## src/rtl/axist_to_avst_pkt_stage.sv

```systemverilog
// AXI4-Stream to Avalon-ST packet stage: derives SOP/EOP/empty/error per beat and
// buffers through an OUT register backed by a one-entry skid so axis_tready is registered.
module axist_to_avst_pkt_stage #(
  parameter int DATA_WIDTH  = 64,
  parameter int NO_OF_BYTES = DATA_WIDTH / 8,
  parameter int EMPTY_BITS  = $clog2(NO_OF_BYTES),
  parameter int BYTE_SWAP   = 1
) (
  input  logic                    clk,
  input  logic                    rst_n,
  input  logic [DATA_WIDTH-1:0]   axis_tdata,
  input  logic [NO_OF_BYTES-1:0]  axis_tkeep,
  input  logic                    axis_tvalid,
  input  logic                    axis_tlast,
  output logic                    axis_tready,
  output logic [DATA_WIDTH-1:0]   avst_data,
  output logic                    avst_valid,
  output logic                    avst_sop,
  output logic                    avst_eop,
  output logic [EMPTY_BITS-1:0]   avst_empty,
  output logic                    avst_error,
  input  logic                    avst_ready,
  output logic [15:0]             pkt_count
);

  localparam logic [NO_OF_BYTES-1:0] KEEP_ALL  = {NO_OF_BYTES{1'b1}};
  localparam logic [EMPTY_BITS:0]    NB_WIDE   = (EMPTY_BITS + 1)'(NO_OF_BYTES);
  localparam logic [EMPTY_BITS-1:0]  EMPTY_MAX = EMPTY_BITS'(NO_OF_BYTES - 1);

  typedef struct packed {
    logic [DATA_WIDTH-1:0] data;
    logic                  sop;
    logic                  eop;
    logic [EMPTY_BITS-1:0] empty;
    logic                  error;
  } beat_t;

  function automatic logic [DATA_WIDTH-1:0] map_bytes(input logic [DATA_WIDTH-1:0] d);
    logic [DATA_WIDTH-1:0] r;
    r = d;
    if (BYTE_SWAP != 0) begin
      for (int i = 0; i < NO_OF_BYTES; i++) r[8*i +: 8] = d[8*(NO_OF_BYTES-1-i) +: 8];
    end
    return r;
  endfunction

  function automatic logic [EMPTY_BITS-1:0] calc_empty(input logic [NO_OF_BYTES-1:0] keep,
                                                       input logic last);
    logic [EMPTY_BITS:0] cnt;
    logic [EMPTY_BITS:0] diff;
    cnt = '0;
    for (int i = 0; i < NO_OF_BYTES; i++) cnt = cnt + {{EMPTY_BITS{1'b0}}, keep[i]};
    diff = NB_WIDE - cnt;
    if (!last)          return '0;
    else if (keep == '0) return EMPTY_MAX;
    else                return diff[EMPTY_BITS-1:0];
  endfunction

  // A valid last-beat keep is a run of ones from bit 0: adding one clears every set bit.
  function automatic logic keep_error(input logic [NO_OF_BYTES-1:0] keep, input logic last);
    logic [NO_OF_BYTES-1:0] inc;
    inc = keep + NO_OF_BYTES'(1);
    if (!last) return keep != KEEP_ALL;
    else       return (keep == '0) || ((keep & inc) != '0);
  endfunction

  beat_t in_beat_p0;
  beat_t skid_beat_p1;
  beat_t out_beat_p1;
  logic  skid_vld_p1;
  logic  out_vld_p1;
  logic  in_pkt;
  logic  in_fire;
  logic  out_fire;
  logic  out_load;
  logic  skid_load;
  logic  skid_vld_nxt;

  // Stage p0: beat formed from the AXI input
  always_comb begin
    in_beat_p0       = '0;
    in_beat_p0.data  = map_bytes(axis_tdata);
    in_beat_p0.sop   = ~in_pkt;
    in_beat_p0.eop   = axis_tlast;
    in_beat_p0.empty = calc_empty(axis_tkeep, axis_tlast);
    in_beat_p0.error = keep_error(axis_tkeep, axis_tlast);
  end

  assign in_fire      = axis_tvalid & axis_tready;
  assign out_fire     = out_vld_p1 & avst_ready;
  assign out_load     = ~out_vld_p1 | avst_ready;
  assign skid_load    = in_fire & (skid_vld_p1 | ~out_load);
  assign skid_vld_nxt = skid_load | (skid_vld_p1 & ~out_load);

  // Stage p1: OUT register and skid entry
  always_ff @(posedge clk) begin
    if (!rst_n) begin
      out_vld_p1  <= 1'b0;
      out_beat_p1 <= '0;
      skid_vld_p1 <= 1'b0;
      axis_tready <= 1'b1;
      in_pkt      <= 1'b0;
      pkt_count   <= '0;
    end else begin
      if (in_fire) in_pkt <= ~axis_tlast;
      if (out_fire && out_beat_p1.eop) pkt_count <= pkt_count + 16'd1;
      if (out_load) begin
        if (skid_vld_p1) begin
          out_vld_p1  <= 1'b1;
          out_beat_p1 <= skid_beat_p1;
        end else begin
          out_vld_p1 <= in_fire;
          if (in_fire) out_beat_p1 <= in_beat_p0;
        end
      end
      skid_vld_p1 <= skid_vld_nxt;
      axis_tready <= ~skid_vld_nxt;
    end
  end

  always_ff @(posedge clk) begin
    if (skid_load) skid_beat_p1 <= in_beat_p0;
  end

  assign avst_valid = out_vld_p1;
  assign avst_data  = out_beat_p1.data;
  assign avst_sop   = out_beat_p1.sop;
  assign avst_eop   = out_beat_p1.eop;
  assign avst_empty = out_beat_p1.empty;
  assign avst_error = out_beat_p1.error;

endmodule
```

## config.mk

```make
export PLATFORM = sky130hd
export DESIGN_NAME = axist_to_avst_pkt_stage
export DESIGN_NICKNAME = d
export VERILOG_FILES = /design/src/rtl/axist_to_avst_pkt_stage.sv
export SDC_FILE = /design/constraint.sdc
export NUM_CORES = 1
export LEC_CHECK = 0
export ABC_AREA = 1
export BUFFER_PORTS_ARGS = -buffer_cell sky130_fd_sc_hd__clkbuf_2
export CORE_ASPECT_RATIO = 0.5
export CORE_MARGIN = 2
export CORE_UTILIZATION = 35
export CTS_BUF_LIST = sky130_fd_sc_hd__clkbuf_2 sky130_fd_sc_hd__clkbuf_4 sky130_fd_sc_hd__clkbuf_8
export CTS_CLUSTER_DIAMETER = 50
export DETAILED_ROUTE_END_ITERATION = 8
export PLACE_DENSITY = 0.63
export SETUP_SLACK_MARGIN = 0.05
export SLEW_MARGIN = 0
export SYNTH_ARGS = -nofsm -noshare
export SYNTH_HDL_FRONTEND = slang
export SYNTH_SLANG_ARGS = --single-unit
```

## constraint.sdc

```tcl
create_clock -name clk -period 6.78 [get_ports clk]
set_clock_uncertainty 0.2 [all_clocks]
set_input_delay 0 -clock clk [delete_from_list [all_inputs] [get_ports clk]]
set_output_delay 0 -clock clk [all_outputs]
set_load 0.05 [all_outputs]
```

Yosys cells after proc, flatten, opt, wreduce, memory -nomap -nowiden
Index checks and enable logic that the tools add are counted.

Reductions and logical operators: 6. Add/sub/neg operators: 10. Equality and inequality tests: 1. Bitwise logic cells: 13. Multiplexer cells: 6.

Operators by type and width (count): $mux 70 (2); $add 16x1->16 const B (1); $add 3x1->3 (5); $add 8x1->8 const B (1); $and 8x8->8 (1); $logic_not 8->1 (1); $ne 8x8->1 const B (1); $reduce_bool 8->1 (1); $mux 3 (2); $not 1->1 (5); $and 1x1->1 (4); $add 2x1->3 (1); $or 1x1->1 (3); $sub 1x3->3 const A (1); $add 1x1->2 (1); $mux 1 (2); $reduce_and 2->1 (1); $reduce_bool 2->1 (1); $logic_and 1x1->1 (1); $logic_or 1x1->1 (1).

Register bits after elaboration: 160. Input bits: 77. Word-level logic and storage cells: 51.

Longest topological paths before layout
Gate-level depths: netlist (run 1).

Depth after elaboration: 12. Gate-level depth with buffers: 11. Depth with buffers taken out: 11.

Least setup slack after synthesis (run 1)
Ideal clock, no wire load.

Path kind: register -> register. From: register out_vld_p1, in the netlist avst_valid. To: register skid_beat_p1[0] (netlist bit), enable pin. Setup slack: 1768 ps. Buffers on the path: 0. Period minus slack after synthesis: 5012 ps. Stages on the path, launching flop included: 3. Setup time: 523 ps. Arrival time: 4290 ps. Data required time: 6057 ps. Cells stage by stage: dfxtp_1 -> nand2_2 -> a21oi_1.

Longest elaborated chain between the ends: 5.

RTL lines: from (decl) (line 71) `logic out_vld_p1;`; from (signal assigned) (line 112) `out_vld_p1 <= in_fire;`; $not 1->1 (line 91) `assign out_load = ~out_vld_p1 | avst_ready;`; $or 1x1->1 (line 91); $not 1->1 (line 92) `assign skid_load = in_fire & (skid_vld_p1 | ~out_load);`; $or 1x1->1 (line 92); $and 1x1->1 (line 92); via skid_load (line 76) `logic skid_load;`; to (signal assigned) (line 122) `if (skid_load) skid_beat_p1 <= in_beat_p0;`; to (decl) (line 68) `beat_t skid_beat_p1;`.

The timed path passes the listed nets, and every way through them passes these cells. A chain may end at the register's enable or synchronous reset.

Worst setup path after layout (run 1)
From: register skid_vld_p1. To: register skid_beat_p1[46] (netlist bit), enable pin.

Longest elaborated chain between the ends: 2.

RTL lines: from (decl) (line 70) `logic skid_vld_p1;`; from (signal assigned) (line 116) `skid_vld_p1 <= skid_vld_nxt;`; $or 1x1->1 (line 92); $and 1x1->1 (line 92); via skid_load (line 76).

The timed path passes the listed nets, and every way through them passes these cells.

==> summary.md, run 1 <==
| Metric | Value |
|---|---|
| Int Pwr | `0.001565 W` |
| Fin Setup TNS | `0 ns` |
| Clk network pwr share | `34.4%` |
| Die height | `99.55 um` |
| GP Congestion | `0.8310` |
| First-pass GRT wire length | `26520 um` |
| Critical Path RT | `6.65 ns` |
| Number of port buffers | `164` |
| Post-synth EDFFs | `70` |
| Inserted Clock Buffers | `17` |
| Async S/R FF share, synth | `0%` |
| Starting Density | `36.28%` |
| P_sw | `0.0007046 W` |
| Die area | `19420 sq um` |
| Min Tclk post-route | `3.244 ns` |
| Antenna-violating nets left | `0` |
| Top routing layer in use | `met4` |
| Io pins | `165` |
| Cell with the most instances after synthesis | `nand2_1` |
| Fin util | `48.47%` |
| Synth top cells by count | `nand2_1 (191), dfxtp_1 (90), edfxtp_1 (70), o21ai_0 (70), a31oi_1 (67)` |
| Cell Rows | `34` |
| Ant diodes | `0` |
| TritonCTS clock tree | `yes` |
| Via count | `5408` |
| Setup ws final | `3.536 ns` |
| Total core area | `17610 sq um` |
| Clock Sinks | `160` |
| Drt drc | `0` |
| Worst Setup Start Kind | `flop` |
| Synth warnings | `0` |
| Synthesis-stage register bit count | `160` |
| Maximum fanout along the worst path | `55` |
| Syn Nets | `755` |
| Flop pwr share | `48.2%` |
| Critical setup path kind | `reg -> reg` |
| Clock Pin Slew Worst Setup and Hold Paths | `0.09 ns` |
| Hold path cells | `2` |
| Slew at the pin closest to its max-slew limit | `1.164 ns` |
| # Max-Cap Violations | `0` |
| CTS Root Cell | `clkbuf_8` |
| Metal-1 WL | `7529 um` |
| Die W | `195.1 um` |
| Clock tree buffer depth | `2` |
| All-Layer GR Usage | `17.19%` |
| Post-Syn Instances | `667` |
| Met2 WL post-DR | `7979 um` |
| Pin count of the biggest net entering global routing | `137` |
| Post-synthesis cell type count | `31` |
| HP Class | `in -> reg` |
| Syn_area_per_cell | `9.580 sq um` |
| Combinational fraction of design power | `17.4%` |
| Data arrival time of the worst path | `3.11 ns` |
| Finish-stage setup viols | `0` |
| Peak VDD IR | `139.3 uV` |
| Overall Power | `0.002269 W` |
| H-tree Lvls | `4` |
| Iteration count of the initial detailed-routing pass | `7` |
| Fmax achieved | `0.3083 GHz` |
| Layout Nets | `980` |
| Total grt overflow | `0` |
| Status | `complete, no violations` |
| Routed len/inst | `14.33 um` |
| Initial antenna violation count | `0` |
| Vias per cell | `4.748` |
| Area delta synth->final | `33.60%` |
| Top_reg_cell synth | `dfxtp_1` |
| Layout cells sized above 1 | `24.09%` |
| Max-slew headroom | `22.41%` |
| RSZ-0062 raised after global routing | `false` |
| Biggest area consumer among synthesized cells | `edfxtp_1` |
| Net Sw Frac | `31.05%` |
| Place WS | `3.515 ns` |
| Power Density | `265.8 nW/um^2` |
| Drt total wl | `16320 um` |
| P_leak | `3.562 nW` |
| Synth top area share | `32.90%` |
| Met3 wire len | `585 um` |
| Final hold vios | `0` |
| Slew Viols, Final | `0` |
| Initial detailed-routing violation count | `277` |
| Post-CTS Setup Bufs | `0` |
| Largest cells by area after synthesis | `edfxtp_1 (33%), dfxtp_1 (28%), nand2_1 (11%)` |
| Sequential share of the synthesized area | `61.09%` |
| Post-Syn Area | `6390 sq um` |
| Final period utilization | `47.85%` |
| Vias in the first global route | `5251` |
| Clk Latency, worst-skew pair | `0.44 ns` |
| Reg2Reg Depth | `4` |
| Crit. End Element | `flop` |
| DP Wirelength | `9913 um` |
==> per-layer routing <==
metal	vias to the layer above	track usage (%)
met2	108	29.89
li1	2756	-
met5	-	0
met1	2529	21.43
met4	0	5.050
met3	15	4.205
==> cell type report <==
type / instances / area, sq um
fillers: 1649 / 9075
flip-flops and latches: 160 / 3905
multi-input cells: 431 / 2150
repair buffers: 244 / 1612
well taps: 234 / 292.8
clock buffers: 18 / 241.5
clock inverters: 14 / 191.4
inverters: 38 / 145.1
==> kinds of logic (layout without fill, tap and decap cells) <==
family | count (synthesis) | count (layout) | share of synthesized area [%]
AOI/OAI and AO/OA | 177 | 177 | 15.39
and+or+nand+nor | 243 | 243 | 15.45
adders and majority gates | 11 | 11 | 2.624
DFF | 160 | 160 | 61.09
buffers and inverters | 76 | 314 | 5.443
==> registers in the layout (all words and copies together), names as in the netlist, 3 cells and up <==
signal and count:
avst_data 64, skid_beat_p1 70, avst_empty 3, pkt_count 16
==> worst max-delay path: stages (launching register included) <==
cell and delay [ns]:
dfxtp_2 0.83, buf_4 0.49, inv_2 0.10, a21oi_4 0.50, buf_4 0.70
==> worst paths after layout <==
check,startpoint,endpoint,slack (ns)
hold / removal,axis_tdata[43],skid_beat_p1[25],0.08
setup / recovery,skid_vld_p1,skid_beat_p1[46],3.54
hold reg to reg,pkt_count[5],pkt_count[5],0.30
setup reg to reg,skid_vld_p1,skid_beat_p1[46],3.54
==> timing repair <==
item,in CTS,in global routing
hold buffers,76,0
gates resized for setup,0,0
endpoints found under the hold margin,168,0
==> power groups by stage <==
stage          registers (W)  clock network (W)  logic (W)
2_1_floorplan        0.00126                  0   0.000122
3_3_place_gp         0.00111                  0   0.000357
3_5_place_dp         0.00112                  0   0.000362
4_1_cts              0.00109           0.000802   0.000397
5_1_grt              0.00110           0.000840   0.000428
6_report             0.00109           0.000781   0.000395
==> through the flow <==
step | area, sq um | hold slack, ns | std cells
2_1_floorplan | 6390 | -0.1011 | 667
3_3_place_gp | 7343 | -0.004456 | 1031
3_5_place_dp | 7343 | -0.006081 | 1031
4_1_cts | 8537 | 0.01462 | 1139
5_1_grt | 8537 | 0.04561 | 1139
6_report | 8537 | 0.08289 | 1139
==> placed cells by master, fill, tap and decap left out, types with 4 or more instances in the layout <==
cell	n
ha_1	7
dfxtp_1	89
edfxtp_1	70
inv_6	6
inv_1	34
nand2_1	191
dlygate4sd3_1	76
a31oi_1	67
nand3_1	6
buf_4	4
o21ai_0	70
o21ai_1	10
a21oi_1	27
nor2_1	28
clkbuf_2	164
fa_1	4
clkbuf_8	17
No activity file was read; power rests on OpenSTA's default activity.
==> run 2, diff against run 1 <==
ABC_AREA = 0   (was 1)
PLACE_DENSITY = 0.65   (was 0.63)
clock period = 2.9 ns   (was 6.78 ns; I/O delays follow)
==> summary.md, run 2 <==
| Metric | Value |
|---|---|
| Die W | `194.7 um (-0.19%)` |
| Pin count of the biggest net entering global routing | `89 (-35%)` |
| Sequential share of the synthesized area | `61.33% (+0.24 points)` |
| Cell with the most instances after synthesis | `dfxtp_1` |
| DP Wirelength | `9453 um (-4.6%)` |
| Area delta synth->final | `36.37%` |
| Final hold vios | `0 (unchanged)` |
| Async S/R FF share, synth | `0% (unchanged)` |
| Post-Syn Area | `6365 sq um (-0.39%)` |
| Crit. End Element | `flop` |
| Clock Sinks | `160 (unchanged)` |
| Worst Setup Start Kind | `input port` |
| Synth top area share | `33.03% (+0.13 points)` |
| Largest cells by area after synthesis | `edfxtp_1 (33%), dfxtp_1 (28%), mux2i_1 (11%)` |
| Syn Nets | `619 (-18%)` |
| Power Density | `605.9 nW/um^2 (+130%)` |
| Initial detailed-routing violation count | `175 (-37%)` |
| Top reg by flops | `skid_beat_p1` |
| First-pass GRT wire length | `24670 um (-6.9%)` |
| Max-slew headroom | `59.05% (+37 points)` |
| Post-synthesis cell type count | `39 (+26%)` |
| Place WS | `0.1629 ns (-3.352 ns)` |
| Clock Pin Slew Worst Setup and Hold Paths | `0.09 ns (about the same)` |
| Post-CTS Setup Bufs | `0 (unchanged)` |
| Vias in the first global route | `4925 (-6.2%)` |
| Layout cells sized above 1 | `26.86% (+2.8 points)` |
| Top_reg_cell synth | `dfxtp_1` |
| # Max-Cap Violations | `0 (unchanged)` |
| Vias per cell | `4.836 (+1.9%)` |
| Critical Path RT | `2.99 ns (-3.66 ns)` |
| HP Class | `in -> reg` |
| Status | `complete, no violations` |
| Total core area | `17570 sq um (-0.24%)` |
| Maximum fanout along the worst path | `5 (-91%)` |
| Synthesis-stage register bit count | `160 (unchanged)` |
| Slew at the pin closest to its max-slew limit | `0.6086 ns (-0.5552 ns)` |
| Data arrival time of the worst path | `2.95 ns (-0.16 ns)` |
| TritonCTS clock tree | `yes` |
| Highest-count cells in the layout ignoring fill and taps | `clkbuf_2 (162), dfxtp_1 (89), nor2_1 (80), dlygate4sd3_1 (79), edfxtp_1 (70)` |
| Total grt overflow | `0 (unchanged)` |
| Drt total wl | `15170 um (-7.0%)` |
| Fin util | `49.40% (+0.93 points)` |
| GP Congestion | `0.8425 (+1.4%)` |
| Setup ws final | `0.04826 ns (-3.488 ns)` |
| Io pins | `165 (unchanged)` |
| Min Tclk post-route | `2.852 ns` |
| Routed len/inst | `14.99 um (+4.6%)` |
| Slew Viols, Final | `0 (unchanged)` |
| Iteration count of the initial detailed-routing pass | `6 (-1)` |
| Fin Setup TNS | `0 ns (unchanged)` |
| Ant diodes | `0 (unchanged)` |
| Drt drc | `0 (unchanged)` |
| RSZ-0062 raised after global routing | `false` |
| Hold_ws | `0.08993 ns (+0.007036 ns)` |
| P_leak | `3.374 nW (-5.3%)` |
| Layout Nets | `853 (-13%)` |
| Cell Rows | `34 (unchanged)` |
| Clock tree buffer depth | `2 (unchanged)` |
| Post-Syn Instances | `531 (-20%)` |
| Die area | `19350 sq um (-0.38%)` |
| Critical setup path kind | `in -> reg` |
| Antenna-violating nets left | `0 (unchanged)` |
| Die height | `99.36 um (-0.19%)` |
| Number of port buffers | `164 (unchanged)` |
| CTS Root Cell | `clkbuf_8` |
| Finish-stage setup viols | `0 (unchanged)` |
| Via count | `4894 (-9.5%)` |
| Initial antenna violation count | `0 (unchanged)` |
| Post-synth EDFFs | `70 (unchanged)` |
| Most common cell after layout, fill and taps aside | `clkbuf_2` |
| All-Layer GR Usage | `16.12% (-1.1 points)` |
| Synth warnings | `0 (unchanged)` |
| Clk Latency, worst-skew pair | `0.44 ns (about the same)` |
| Syn_area_per_cell | `11.99 sq um (+25%)` |
| H-tree Lvls | `4 (unchanged)` |
| Synth top cells by count | `dfxtp_1 (90), nor2_1 (82), edfxtp_1 (70), mux2i_1 (69), a211oi_1 (68)` |
| Inserted Clock Buffers | `17 (unchanged)` |
| Peak VDD IR | `266.0 uV (+91%)` |
| Starting Density | `36.23% (-0.055 points)` |
| Fmax achieved | `0.3507 GHz` |
| Fillcell total | `1587 (-3.8%)` |
| Biggest area consumer among synthesized cells | `edfxtp_1` |
| Overall Power | `0.005259 W (+130%)` |
| Final period utilization | `98.34%` |
| Max reg flops | `70 (unchanged)` |
[run 2: where the power goes]
part           switching [W]  internal, W
combinational       0.000650     0.000318
sequential         0.0000667      0.00249
clock               0.000826     0.000911
[run 2: layer usage]
metal | part of all wire, % | global-route usage, %
met1 | 46 | 20.20
met2 | 48 | 26.66
met5 | 0 | 0
met3 | 3.7 | 3.866
met4 | 2.4 | 7.515
[run 2: worst paths after layout]
| path | slack (ns) | to | cells after the start | startpoint |
|---|---|---|---|---|
| setup / recovery | 0.05 | avst_empty[2] | 12 | axis_tkeep[1] |
| hold / removal | 0.09 | skid_beat_p1[54] | 2 | axis_tdata[8] |
| setup reg to reg | 0.89 | avst_data[9] | 5 | skid_vld_p1 |
| hold reg to reg | 0.28 | skid_beat_p1[5] | 1 | in_pkt |
[run 2: critical path: stages]
cell and delay, ns:
dlygate4sd3_1 0.55, buf_4 0.15, inv_1 0.06, fa_1 0.54, ha_1 0.15, inv_1 0.06, fa_1 0.50, inv_1 0.05
fa_1 0.44, xnor2_1 0.15, o211ai_1 0.18, a31oi_1 0.11
[run 2: timing repair]
action / in CTS / in global routing
gates resized for setup: 0 / 4
setup endpoints to repair: 0 / 2
endpoints found under the hold margin: 152 / 0
hold buffers: 79 / 0
[run 2: logic make-up (layout without fill, tap and decap cells)]
group / Yosys count / count (layout) / share of synthesized area, %
flops: 160 / 160 / 61.33
simple gates: 132 / 132 / 9.534
compound gates: 97 / 97 / 10.99
mux: 69 / 69 / 10.85
buf+inv: 51 / 298 / 3.145
fa+ha+maj: 11 / 11 / 2.634
xor+xnor: 11 / 11 / 1.514
[run 2: stage by stage]
stage	instance area, sq um	std cells
6_report	8680	1012
3_5_place_dp	7456	901
5_1_grt	8680	1012
4_1_cts	8675	1012
3_3_place_gp	7456	901
2_1_floorplan	6372	531
[run 2: layout make-up]
| class | instances | area (sq um) | share of cell area, % |
|---|---|---|---|
| multi-input combinational | 320 | 2276 | 26.22 |
| sequential | 160 | 3908 | 45.02 |
| clock buffer | 20 | 269.0 | 3.099 |
| timing repair buffer | 249 | 1712 | 19.72 |
| inverter | 17 | 63.81 | 0.7352 |
| clock inverter | 12 | 158.9 | 1.831 |
| tap | 234 | 292.8 | 3.373 |
==> run 3, diff against run 2 <==
ABC_AREA = 1   (was 0)
==> summary.md, run 3 (synthesized netlist as in run 1, its figures left out) <==
| Metric | Value |
|---|---|
| Io pins | `165 (unchanged)` |
| Initial antenna violation count | `0 (unchanged)` |
| Highest-count cells in the layout ignoring fill and taps | `nand2_1 (191), clkbuf_2 (163), dfxtp_1 (89), dlygate4sd3_1 (75)` |
| Pin count of the biggest net entering global routing | `69 (-22%)` |
| Placed instance count | `1037 (+15%)` |
| Slew at the pin closest to its max-slew limit | `0.8031 ns (+0.1945 ns)` |
| Drt drc | `0 (unchanged)` |
| Die area | `19420 sq um (+0.38%)` |
| Most common cell after layout, fill and taps aside | `nand2_1` |
| Final hold vios | `0 (unchanged)` |
| CTS Root Cell | `clkbuf_8` |
| H-tree Lvls | `4 (unchanged)` |
| Clock tree buffer depth | `2 (unchanged)` |
| Die height | `99.55 um (+0.19%)` |
| Clock Sinks | `160 (unchanged)` |
| Vias in the first global route | `5644 (+15%)` |
| Inserted Clock Buffers | `17 (unchanged)` |
| Die W | `195.1 um (+0.19%)` |
| Overall Power | `0.005261 W (about the same)` |
| Final period utilization | `96.81% (-1.5 points)` |
| GP Congestion | `0.8465 (+0.47%)` |
| Critical setup path kind | `in -> reg` |
| Layout cells sized above 1 | `24.64% (-2.2 points)` |
| Power Density | `613.3 nW/um^2 (+1.2%)` |
| Iteration count of the initial detailed-routing pass | `5 (-1)` |
| P_leak | `3.573 nW (+5.9%)` |
| Post-route insts no fill | `1143 (+13%)` |
| Crit. End Element | `flop` |
| DP Wirelength | `10630 um (+12%)` |
| Data arrival time of the worst path | `2.97 ns (+0.02 ns)` |
| Max-slew headroom | `46.46% (-13 points)` |
| Initial detailed-routing violation count | `257 (+47%)` |
| Clk Latency, worst-skew pair | `0.44 ns (about the same)` |
| Antenna-violating nets left | `0 (unchanged)` |
| Post-CTS Setup Bufs | `0 (unchanged)` |
| Routed len/inst | `14.92 um (-0.49%)` |
| TritonCTS clock tree | `yes` |
| Top reg by flops | `skid_beat_p1` |
| Vias per cell | `4.832 (about the same)` |
| Total core area | `17610 sq um (+0.24%)` |
| Layout Nets | `985 (+15%)` |
| Slew Viols, Final | `0 (unchanged)` |
| Max reg flops | `70 (unchanged)` |
| Fin Setup TNS | `0 ns (unchanged)` |
| Peak VDD IR | `301.8 uV (+13%)` |
| Ant diodes | `0 (unchanged)` |
| Via count | `5523 (+13%)` |
| First-pass GRT wire length | `28020 um (+14%)` |
| # Max-Cap Violations | `0 (unchanged)` |
| Area delta synth->final | `34.25%` |
| All-Layer GR Usage | `18.09% (+2.0 points)` |
| Drt total wl | `17050 um (+12%)` |
| Finish-stage setup viols | `0 (unchanged)` |
| Critical Path RT | `3.07 ns (+0.08 ns)` |
| Worst Setup Start Kind | `input port` |
| RSZ-0062 raised after global routing | `true` |
| Fmax achieved | `0.3562 GHz (+1.6%)` |
| HP Class | `in -> reg` |
| Maximum fanout along the worst path | `5 (unchanged)` |
| Starting Density | `36.28% (+0.055 points)` |
| Number of port buffers | `164 (unchanged)` |
| Status | `complete, no violations` |
| Total grt overflow | `0 (unchanged)` |
| Min Tclk post-route | `2.808 ns (-0.04424 ns)` |
| Cell Rows | `34 (unchanged)` |
| Clock Pin Slew Worst Setup and Hold Paths | `0.09 ns (about the same)` |
-- run 3: cell types whose count changed in the layout (fill, tap and decap cells not counted), sizes merged, moves of 22 or more --
cell / previous run / this run
nor2: 82 / 32
inv: 18 / 44
mux2i: 69 / 0
nand2: 13 / 194
a211oi: 68 / 0
a31oi: 3 / 67
o21ai: 10 / 81
a21oi: 6 / 28
-- run 3: final timing paths --
path	from	end	slack, ns	cells after the start
max reg2reg	avst_valid	avst_data[21]	0.92	6
max	axis_tkeep[6]	avst_empty[1]	0.09	13
min	axis_tkeep[3]	skid_beat_p1[3]	0.05	6
min reg2reg	in_pkt	skid_beat_p1[5]	0.31	1
-- run 3: layout make-up --
type | count | area [sq um]
clock buffer | 17 | 234.0
sequential | 160 | 3905
fill | 1638 | 9034
tap | 234 | 292.8
clock inverter | 14 | 177.7
multi-input combinational | 431 | 2152
timing repair buffer | 249 | 1672
inverter | 38 | 145.1
-- run 3: what timing repair did --
action                                  in CTS  in global routing
resized for setup                            0                  3
endpoints found under the hold margin      154                  0
hold buffers                                75                  0
endpoints found under the setup margin       0                  4
-- run 3: worst max-delay path, stage by stage --
cell and delay [ns]:
dlygate4sd3_1 0.54, buf_2 0.15, fa_1 0.44, inv_1 0.07
ha_1 0.15, inv_1 0.06, fa_1 0.49, inv_1 0.06
fa_2 0.56, inv_1 0.04, a21oi_1 0.20, nand2_1 0.07
a21oi_1 0.15
-- run 3: power by group --
part	total (W)	internal (W)	switching, W
Clock	0.00175	0.000863	0.000890
Sequential	0.00255	0.00249	0.0000628
Combinational	0.000956	0.000287	0.000669
Total	0.00526	0.00364	0.00162
-- run 3: metrics by stage --
stage          setup WS [ns]  area (sq um)  hold WS [ns]  util (%)
6_report             0.09249          8578       0.05171     48.71
5_1_grt              0.02646          8578       0.05484     48.71
3_3_place_gp          0.2094          7413     -0.006060     42.09
2_1_floorplan         0.1347          6401       -0.1011         -
3_5_place_dp          0.1516          7413     -0.004813     42.09
4_1_cts               0.1363          8576       0.01280     48.69
-- run 3: per-layer routing --
layer	vias to the layer above	track usage (%)	part of all wire (%)
li1	2750	-	-
met1	2589	22.17	43
met2	145	31.18	50
met3	39	3.730	3.3
met4	0	8.103	3.1
met5	-	0	0
